==> config.mk <==
export PLATFORM = sky130hd
export DESIGN_NAME = qacc
export DESIGN_NICKNAME = d
export VERILOG_FILES = /design/src/rtl/qsim_pkg.sv /design/src/rtl/qsat_add.sv /design/src/rtl/qacc.sv
export SDC_FILE = /design/constraint.sdc
export NUM_CORES = 1
export LEC_CHECK = 0
export BUFFER_PORTS_ARGS = -buffer_cell sky130_fd_sc_hd__buf_2
export CAP_MARGIN = 20
export CORE_UTILIZATION = 56
export CTS_CLUSTER_SIZE = 12
export DETAILED_ROUTE_END_ITERATION = 10
export PLACE_DENSITY = 0.83
export SLEW_MARGIN = 20
export SYNTH_ARGS = -nofsm -noshare
export SYNTH_HDL_FRONTEND = slang
export SYNTH_SLANG_ARGS = --single-unit
export TNS_END_PERCENT = 100
==> constraint.sdc <==
create_clock -name i_clk -period 7.8 [get_ports i_clk]
set_input_delay 1.17 -clock i_clk [delete_from_list [all_inputs] [get_ports i_clk]]
set_output_delay 1.17 -clock i_clk [all_outputs]
set_load 0.01 [all_outputs]
==> src/rtl/qsim_pkg.sv <==
// qsim shared definitions: accumulator FSM states, default widths,
// and signed saturation limits.
package qsim_pkg;

   typedef enum logic [1:0] {
      QACC_IDLE  = 2'd0,
      QACC_ACCUM = 2'd1,
      QACC_DONE  = 2'd2
   } qacc_state_e;

   localparam int QSIM_DWIDTH = 8;
   localparam int QSIM_AWIDTH = 24;
   localparam int QSIM_LWIDTH = 9;

   function automatic logic signed [63:0] sat_max(input int w);
      return (64'sd1 <<< (w - 1)) - 64'sd1;
   endfunction

   function automatic logic signed [63:0] sat_min(input int w);
      return -(64'sd1 <<< (w - 1));
   endfunction

endpackage

==> src/rtl/qsat_add.sv <==
// Combinational signed saturating adder: AWIDTH accumulator plus a
// narrower signed operand, clamped to the AWIDTH signed range.
module qsat_add
   import qsim_pkg::*;
#(
   parameter int AWIDTH = QSIM_AWIDTH,
   parameter int BWIDTH = 2 * QSIM_DWIDTH
) (
   input  logic [AWIDTH-1:0] i_acc,
   input  logic [BWIDTH-1:0] i_op,
   output logic [AWIDTH-1:0] o_sum,
   output logic              o_sat
);

   localparam logic [63:0]     MAX64 = sat_max(AWIDTH);
   localparam logic [63:0]     MIN64 = sat_min(AWIDTH);
   localparam logic [AWIDTH:0] MAXW  = MAX64[AWIDTH:0];
   localparam logic [AWIDTH:0] MINW  = MIN64[AWIDTH:0];

   // One guard bit suffices: acc is in range and BWIDTH < AWIDTH.
   logic [AWIDTH:0] w_acc_x;
   logic [AWIDTH:0] w_op_x;
   logic [AWIDTH:0] w_sum;

   assign w_acc_x = {i_acc[AWIDTH-1], i_acc};
   assign w_op_x  = {{(AWIDTH + 1 - BWIDTH){i_op[BWIDTH-1]}}, i_op};
   assign w_sum   = w_acc_x + w_op_x;

   always_comb begin
      o_sum = w_sum[AWIDTH-1:0];
      o_sat = 1'b0;
      if ($signed(w_sum) > $signed(MAXW)) begin
         o_sum = MAXW[AWIDTH-1:0];
         o_sat = 1'b1;
      end else if ($signed(w_sum) < $signed(MINW)) begin
         o_sum = MINW[AWIDTH-1:0];
         o_sat = 1'b1;
      end
   end

endmodule

==> src/rtl/qacc.sv <==
// Signed saturating dot-product accumulator behind qmult: takes a job
// of i_len products over valid/ready and returns the clamped sum.
module qacc
   import qsim_pkg::*;
#(
   parameter int DWIDTH = QSIM_DWIDTH,
   parameter int AWIDTH = QSIM_AWIDTH,
   parameter int LWIDTH = QSIM_LWIDTH
) (
   input  logic                i_clk,
   input  logic                i_rst_n,
   input  logic                i_start,
   input  logic [LWIDTH-1:0]   i_len,
   input  logic                i_valid,
   output logic                o_ready,
   input  logic [2*DWIDTH-1:0] i_product,
   output logic                o_valid,
   input  logic                i_ready,
   output logic [AWIDTH-1:0]   o_result,
   output logic                o_overflow,
   output logic                o_busy
);

   qacc_state_e       r_state;
   qacc_state_e       w_state_nxt;
   logic [LWIDTH-1:0] r_cnt;
   logic [AWIDTH-1:0] r_acc;
   logic              r_ovf;
   logic              r_ready;
   logic              r_valid;
   logic              r_busy;

   logic              w_beat;
   logic              w_load;
   logic              w_last;
   logic [AWIDTH-1:0] w_sum;
   logic              w_sat;

   assign w_beat = r_ready & i_valid;
   assign w_load = (r_state == QACC_IDLE) & i_start;
   assign w_last = (r_cnt == LWIDTH'(1));

   qsat_add #(
      .AWIDTH (AWIDTH),
      .BWIDTH (2 * DWIDTH)
   ) u_add (
      .i_acc (r_acc),
      .i_op  (i_product),
      .o_sum (w_sum),
      .o_sat (w_sat)
   );

   always_comb begin
      w_state_nxt = r_state;
      unique case (r_state)
         QACC_IDLE: begin
            if (i_start) begin
               w_state_nxt = (i_len == '0) ? QACC_DONE : QACC_ACCUM;
            end
         end
         QACC_ACCUM: begin
            if (w_beat && w_last) begin
               w_state_nxt = QACC_DONE;
            end
         end
         QACC_DONE: begin
            if (i_ready) begin
               w_state_nxt = QACC_IDLE;
            end
         end
         default: w_state_nxt = QACC_IDLE;
      endcase
   end

   // Handshake/busy flags are registered off the next state so every
   // output comes straight from a flop.
   always_ff @(posedge i_clk or negedge i_rst_n) begin
      if (!i_rst_n) begin
         r_state <= QACC_IDLE;
         r_ready <= 1'b0;
         r_valid <= 1'b0;
         r_busy  <= 1'b0;
      end else begin
         r_state <= w_state_nxt;
         r_ready <= (w_state_nxt == QACC_ACCUM);
         r_valid <= (w_state_nxt == QACC_DONE);
         r_busy  <= (w_state_nxt != QACC_IDLE);
      end
   end

   always_ff @(posedge i_clk or negedge i_rst_n) begin
      if (!i_rst_n) begin
         r_acc <= '0;
         r_ovf <= 1'b0;
         r_cnt <= '0;
      end else if (w_load) begin
         r_acc <= '0;
         r_ovf <= 1'b0;
         r_cnt <= i_len;
      end else if (w_beat) begin
         r_acc <= w_sum;
         r_ovf <= r_ovf | w_sat;
         r_cnt <= r_cnt - LWIDTH'(1);
      end
   end

   assign o_ready    = r_ready;
   assign o_valid    = r_valid;
   assign o_busy     = r_busy;
   assign o_result   = r_acc;
   assign o_overflow = r_ovf;

endmodule

-- After elaboration in Yosys (flattened, before gate mapping)
Index checks and enable logic that the tools add are counted.
- memory bits (writable): 0
- logic and storage cells: 39
- output and inout port bits: 28
- bits in latches: 0
- memories: 0
- input bits: 30
- memory bits (read-only): 0
- register bits after elaboration: 39
- reductions and logical operators: 5
- div/mod/pow operators: 0
- mux-type cells: 15
- multiply operators: 0
- bitwise operators: 3
- $lt $le $gt $ge: 2
- add/subtract/negate cells: 2
- shift operators: 0
- equality and inequality tests: 5
- operators by type and width (kind ; count):
    two-way mux 24 bit ; 4
    adder 24 x 16 -> 25 bit ; 1
    > comparator 25 x 24 -> 1 bit, second input constant ; 1
    < comparator 25 x 24 -> 1 bit, second input constant ; 1
    two-way mux 9 bit ; 2
    equality test 9 x 1 -> 1 bit, second input constant ; 1
    logical NOT 9 bit ; 1
    subtractor 9 x 1 -> 9 bit, second input constant ; 1
    two-way mux 2 bit ; 4
    one-hot mux 2 bit (3 select lines) ; 1
    equality test 2 x 1 -> 1 bit, second input constant ; 2
    equality test 2 bit, second input constant ; 2
    two-way mux 1 bit ; 4
    nonzero test 2 bit ; 2
    AND 1 bit ; 2
    logical NOT 2 bit ; 1
    logical AND 1 bit ; 1
    OR 1 bit ; 1

-- Logic depth before layout (Yosys ltp)
- depth in word-level cells: 7
- depth in mapped cells: 12
- mapped depth without buffers: 11

-- Hierarchy
Synthesis repeated with hierarchy kept, for this count alone.
- cells, all modules: 473
- area total of the unflattened synthesis: 3791.1 um^2
- modules (own cells, without submodules) (module ; cells an instance ; area each (um^2) ; instances):
    qsat_add ; 287 ; 2070.7 ; 1
    qacc ; 186 ; 1720.4 ; 1

-- Worst setup path after synthesis
OpenSTA, ideal clock, no wires.
- kind: input to register
- start point: input i_product[10]
- end point: register r_acc[5] (netlist: o_result[5])
- arrival time: 3339 ps
- path buffers: 2
- cell stages on the path: 11
- setup slack: 4335 ps
- library setup time: 126 ps
- cells stage by stage: ha_1 buf_6 and3_1 a221o_1 or3_1 o21ai_2 a31o_4 o32ai_1 and2_4 buf_6 a221o_1
- cells in the longest elaborated chain, start to end: 6
- elaborated cells between the ends (all ways): 7
- ends and longest elaborated chain (item ; RTL line ; source):
    start: declaration ; qacc.sv:16 ; input logic [2*DWIDTH-1:0] i_product,
    adder 24 x 16 -> 25 bit (*) ; qsat_add.sv:27 ; assign w_sum = w_acc_x + w_op_x;
    < comparator 25 x 24 -> 1 bit ; qsat_add.sv:35 ; end else if ($signed(w_sum) < $signed(MINW)) begin
    two-way mux 24 bit ; qsat_add.sv:35 ;
    two-way mux 24 bit (*) ; qsat_add.sv:32 ; if ($signed(w_sum) > $signed(MAXW)) begin
    two-way mux 24 bit (*) ; qacc.sv:100 ; end else if (w_beat) begin
    two-way mux 24 bit (*) ; qacc.sv:96 ; end else if (w_load) begin
    end signal: assignment ; qacc.sv:101 ; r_acc <= w_sum;
    end: declaration ; qacc.sv:27 ; logic [AWIDTH-1:0] r_acc;
Every way passes the cells marked *; elsewhere a longest branch is shown, timed or not. The select of a mux whose other input is x is not followed.
A chain may end at the register's enable or synchronous reset.

-- Worst setup path in the final report
- start point: input i_product[10]
- end point: register r_acc[3] (netlist: o_result[3])
Same word-level chain as after synthesis.

==> summary by stage <==
Clock tree
At the later pin of the worst-skew pair, clock insertion delay measures 0.29 ns. Clock-pin slew was measured on the worst setup and hold paths at 0.08 ns. After clock tree synthesis, the flow added hold-fix buffers numbering 0. CTS saw 39 sinks.

The H-tree was split into 2 levels. The number of clock buffers added by TritonCTS is 5. The clock passes through at most 2 buffers.

The clock tree from TritonCTS is yes. The clock root buffer is sky130_fd_sc_hd__clkbuf_8. The number of gates resized after CTS is 0. Post-CTS timing repair inserted 0 buffers for setup.

Global routing
The first global-routing pass estimated 13300 um of wire. Across every metal layer, demand over resource in global routing totals 27.2%. The initial antenna violation count was 0. The via count of the first global-routing pass was 2921.

For this run the aggregate overflow at the end of global routing stands at 0. The pin count of the biggest net entering global routing is 40.

Power and ir drop
The internal power is 0.939 mW. Power spread over the standard cell area amounts to 479 nW/um^2. The clock group share of total power is 11.7%. Combinational cells account for 65.9% of the total power.

Total power for the finished layout comes to 1.75 mW. Of the total power, the share spent switching nets is 46.2%. The switching power summed over all nets is 0.807 mW.

In this run the static leakage power is 1.63 nW. The maximum vdd ir drop is 0.208 mV. The sequential share of power is 22.4%.

Cells and area
The final cell area excluding filler cells is 3650 um^2. The area growth from synthesis to final layout is 13.0%. The top cell types in the final layout, fill and taps aside, are 57 x sky130_fd_sc_hd__buf_2, 39 x sky130_fd_sc_hd__dfrtp_1, 35 x sky130_fd_sc_hd__nand2_1. The repair_antennas step left the layout with diodes totalling 0. The fill cell instance count of the final layout is 482. Once layout is complete, the cells apart from fillers number 489. The most common cell after layout, fill and taps aside is sky130_fd_sc_hd__buf_2. Once layout is complete, the utilization of the core stands at 65.8%. The post-route netlist has 18.0% of its cells at a drive strength greater than 1.

Summing all multi-input logic gate instances after layout gives 2110 um^2. The number of nets in the finished design is 473. The sequential cells in the finished layout cover a total of 976 um^2.

Floorplan
The starting density of the core is 58.3%. The number of cell rows is 27. The overall die height is 77.9 um.

The top-level port count is 58. The core region is 5540 um^2. The horizontal die dimension is 77.9 um. The die covers 6070 um^2.

Placement
The post-place instance area is 3500 um^2. In this run the tool buffered the top-level ports with 57 buffer cells. Routability-driven placement finished with a final weighted congestion of 0.864. The instance count after placement with tap cells included is 481.

Before CTS, the worst setup slack after placement is 3.18 ns. Once detailed placement completed, the half-perimeter wirelength came to 5730 um.

Setup path
The critical path capture point type is a register. The type of the worst setup path is primary input to register. STA puts the critical path data arrival time at 4.37 ns. The worst register-to-register path has a depth of 10. STA classifies the critical path startpoint as a primary input. Of all nets on the critical path, the largest fanout is 20.

Data on the critical path is required at its endpoint by 8.03 ns.

Route
The number of routed nets with antenna violations is 0. The per-cell via count in the routed design is 6.23. The detail-routed net length per standard cell is 15.8 um. The vias after detailed routing is 3045.

The total length of routed wires is 7710 um. In this run, the number of DRC markers left after iteration 0 of detailed routing was 250. The pre-antenna-repair detailed-routing pass consisted of 5 iterations. The detailed-route DRC error count is 0.

Synthesis
Synthesis inferred 39 register bits. The synthesized netlist contains 57 unique library cells. Of all flip-flops after synthesis, the portion carrying an async set or reset was 100%.

The number of flops mapped to enable cells by yosys is 0. Summing every instance area after synthesis gives 3230 um^2. The number of warning messages in the yosys log is 0.

The number of instances in the synthesized netlist is 373. The number of nets produced by synthesis is 430. The average cell area after synthesis is 8.65 um^2. The most used flip-flop cell after synthesis is sky130_fd_sc_hd__dfrtp_1.

Sequential cells were found to cover 30.2% of the synthesized design area.

Flow run
The tool flagged a number of max-cap violations equal to 0.

Timing
The final hold violation count is 0. The highest attainable clock frequency is 0.241 GHz. Setup slack closes at 3.66 ns.

Setup repair after global routing left no endpoint under its margin. The final hold slack is 0.516 ns. The actual slew at the worst max-slew pin is 0.981 ns. The normalized max-slew margin is 34.6%.

The number of max-slew violations in the final report is 0. After layout, the worst path uses 53.1% of the clock period. The final clock skew is 0.00968 ns.

After layout, the minimum clock period comes to 4.14 ns. Adding up every negative setup slack in the final design gives 0 ns. The setup-violating endpoint count in the final report is 0.

Worst hold path
The tightest min-delay check is of the register to register type. The hold-critical path depth is 2.

Run status
The flow ran to the end, and the final reports show no timing, DRC or antenna violations.
-- synth_stat cells (3+ instances only) --
cell type	count	share of area, %
sky130_fd_sc_hd__dfrtp_1	39	30
sky130_fd_sc_hd__nand2_1	35	4.1
sky130_fd_sc_hd__a21oi_1	33	5.1
sky130_fd_sc_hd__nor2_1	31	3.6
sky130_fd_sc_hd__ha_1	26	10
sky130_fd_sc_hd__a221o_1	23	7.1
sky130_fd_sc_hd__o21ai_0	22	3.4
sky130_fd_sc_hd__clkbuf_1	16	1.9
sky130_fd_sc_hd__xnor2_1	15	4.1
sky130_fd_sc_hd__a21o_1	11	2.6
sky130_fd_sc_hd__xor2_1	11	3.0
sky130_fd_sc_hd__inv_1	8	0.93
sky130_fd_sc_hd__nand3_1	8	1.2
sky130_fd_sc_hd__nor3_1	7	1.1
sky130_fd_sc_hd__o21a_1	6	1.4
sky130_fd_sc_hd__nand2b_1	5	0.97
sky130_fd_sc_hd__nand4_1	5	0.97
sky130_fd_sc_hd__and3_1	4	0.78
sky130_fd_sc_hd__buf_2	4	0.62
sky130_fd_sc_hd__nor2b_1	4	0.78
sky130_fd_sc_hd__o211ai_1	4	0.93
sky130_fd_sc_hd__a211oi_1	3	0.70
sky130_fd_sc_hd__a31oi_1	3	0.58
sky130_fd_sc_hd__buf_6	3	1.0
sky130_fd_sc_hd__nor3b_1	3	0.70
sky130_fd_sc_hd__o21ai_1	3	0.46
sky130_fd_sc_hd__or3b_1	3	0.81
-- layer usage --
metal / global-route usage (%) / up-vias / wire length, um
li1: - / 1484 / -
met1: 35.6 / 1458 / 3520
met2: 45.4 / 88 / 3720
met3: 4.71 / 15 / 323
met4: 8.89 / 0 / 148
met5: 0 / - / 0
-- registers in the layout (all words and copies together), names as in the netlist --
register	count
o_ready	1
r_cnt	9
o_result	24
o_busy	1
o_overflow	1
r_state	2
o_valid	1
-- layout make-up --
class | count | area share (%)
Sequential cell | 39 | 26.8
Inverter | 8 | 0.823
Clock inverter | 3 | 1.85
Timing Repair Buffer | 59 | 8.23
Clock buffer | 5 | 1.89
Tap cell | 72 | 2.47
Multi-Input combinational cell | 303 | 58.0
-- critical path: stages --
cell and delay, ns:
sky130_fd_sc_hd__buf_2 0.10, sky130_fd_sc_hd__ha_1 0.43, sky130_fd_sc_hd__and4_1 0.31, sky130_fd_sc_hd__or3b_1 0.37, sky130_fd_sc_hd__nand3b_4 0.18, sky130_fd_sc_hd__a31oi_4 0.34, sky130_fd_sc_hd__o21ai_1 0.17, sky130_fd_sc_hd__a31oi_2 0.55
sky130_fd_sc_hd__buf_4 0.29, sky130_fd_sc_hd__and2_4 0.30, sky130_fd_sc_hd__a221o_1 0.15
-- power by group through the flow --
stage | sequential [mW] | clock [mW] | combinational (mW)
4_1_cts | 0.391 | 0.207 | 1.13
5_1_grt | 0.406 | 0.217 | 1.27
6_report | 0.392 | 0.204 | 1.15
2_1_floorplan | 0.407 | 0 | 0.862
3_3_place_gp | 0.389 | 0 | 1.10
3_5_place_dp | 0.392 | 0 | 1.13
-- logic make-up after synthesis --
group                      after synthesis  synth area share, %
AOI/OAI and AO/OA                      131                 29.0
xor gates and xnor gates                26                 7.05
adders and majority gates               27                 10.7
buffers and inverters                   31                 4.46
DFF                                     39                 30.2
and+or+nand+nor                        119                 18.6
-- final timing paths --
| check | startpoint | end | slack [ns] |
|---|---|---|---|
| hold / removal | o_overflow | o_overflow | 0.52 |
| max in group asynchronous | i_rst_n | o_result[22] | 6.27 |
| hold reg to reg | o_overflow | o_overflow | 0.52 |
| min in group asynchronous | i_rst_n | o_result[16] | 0.98 |
| setup reg to reg | o_result[10] | o_result[3] | 4.22 |
| setup / recovery | i_product[10] | o_result[3] | 3.66 |
No activity file was read; power rests on OpenSTA's default activity.
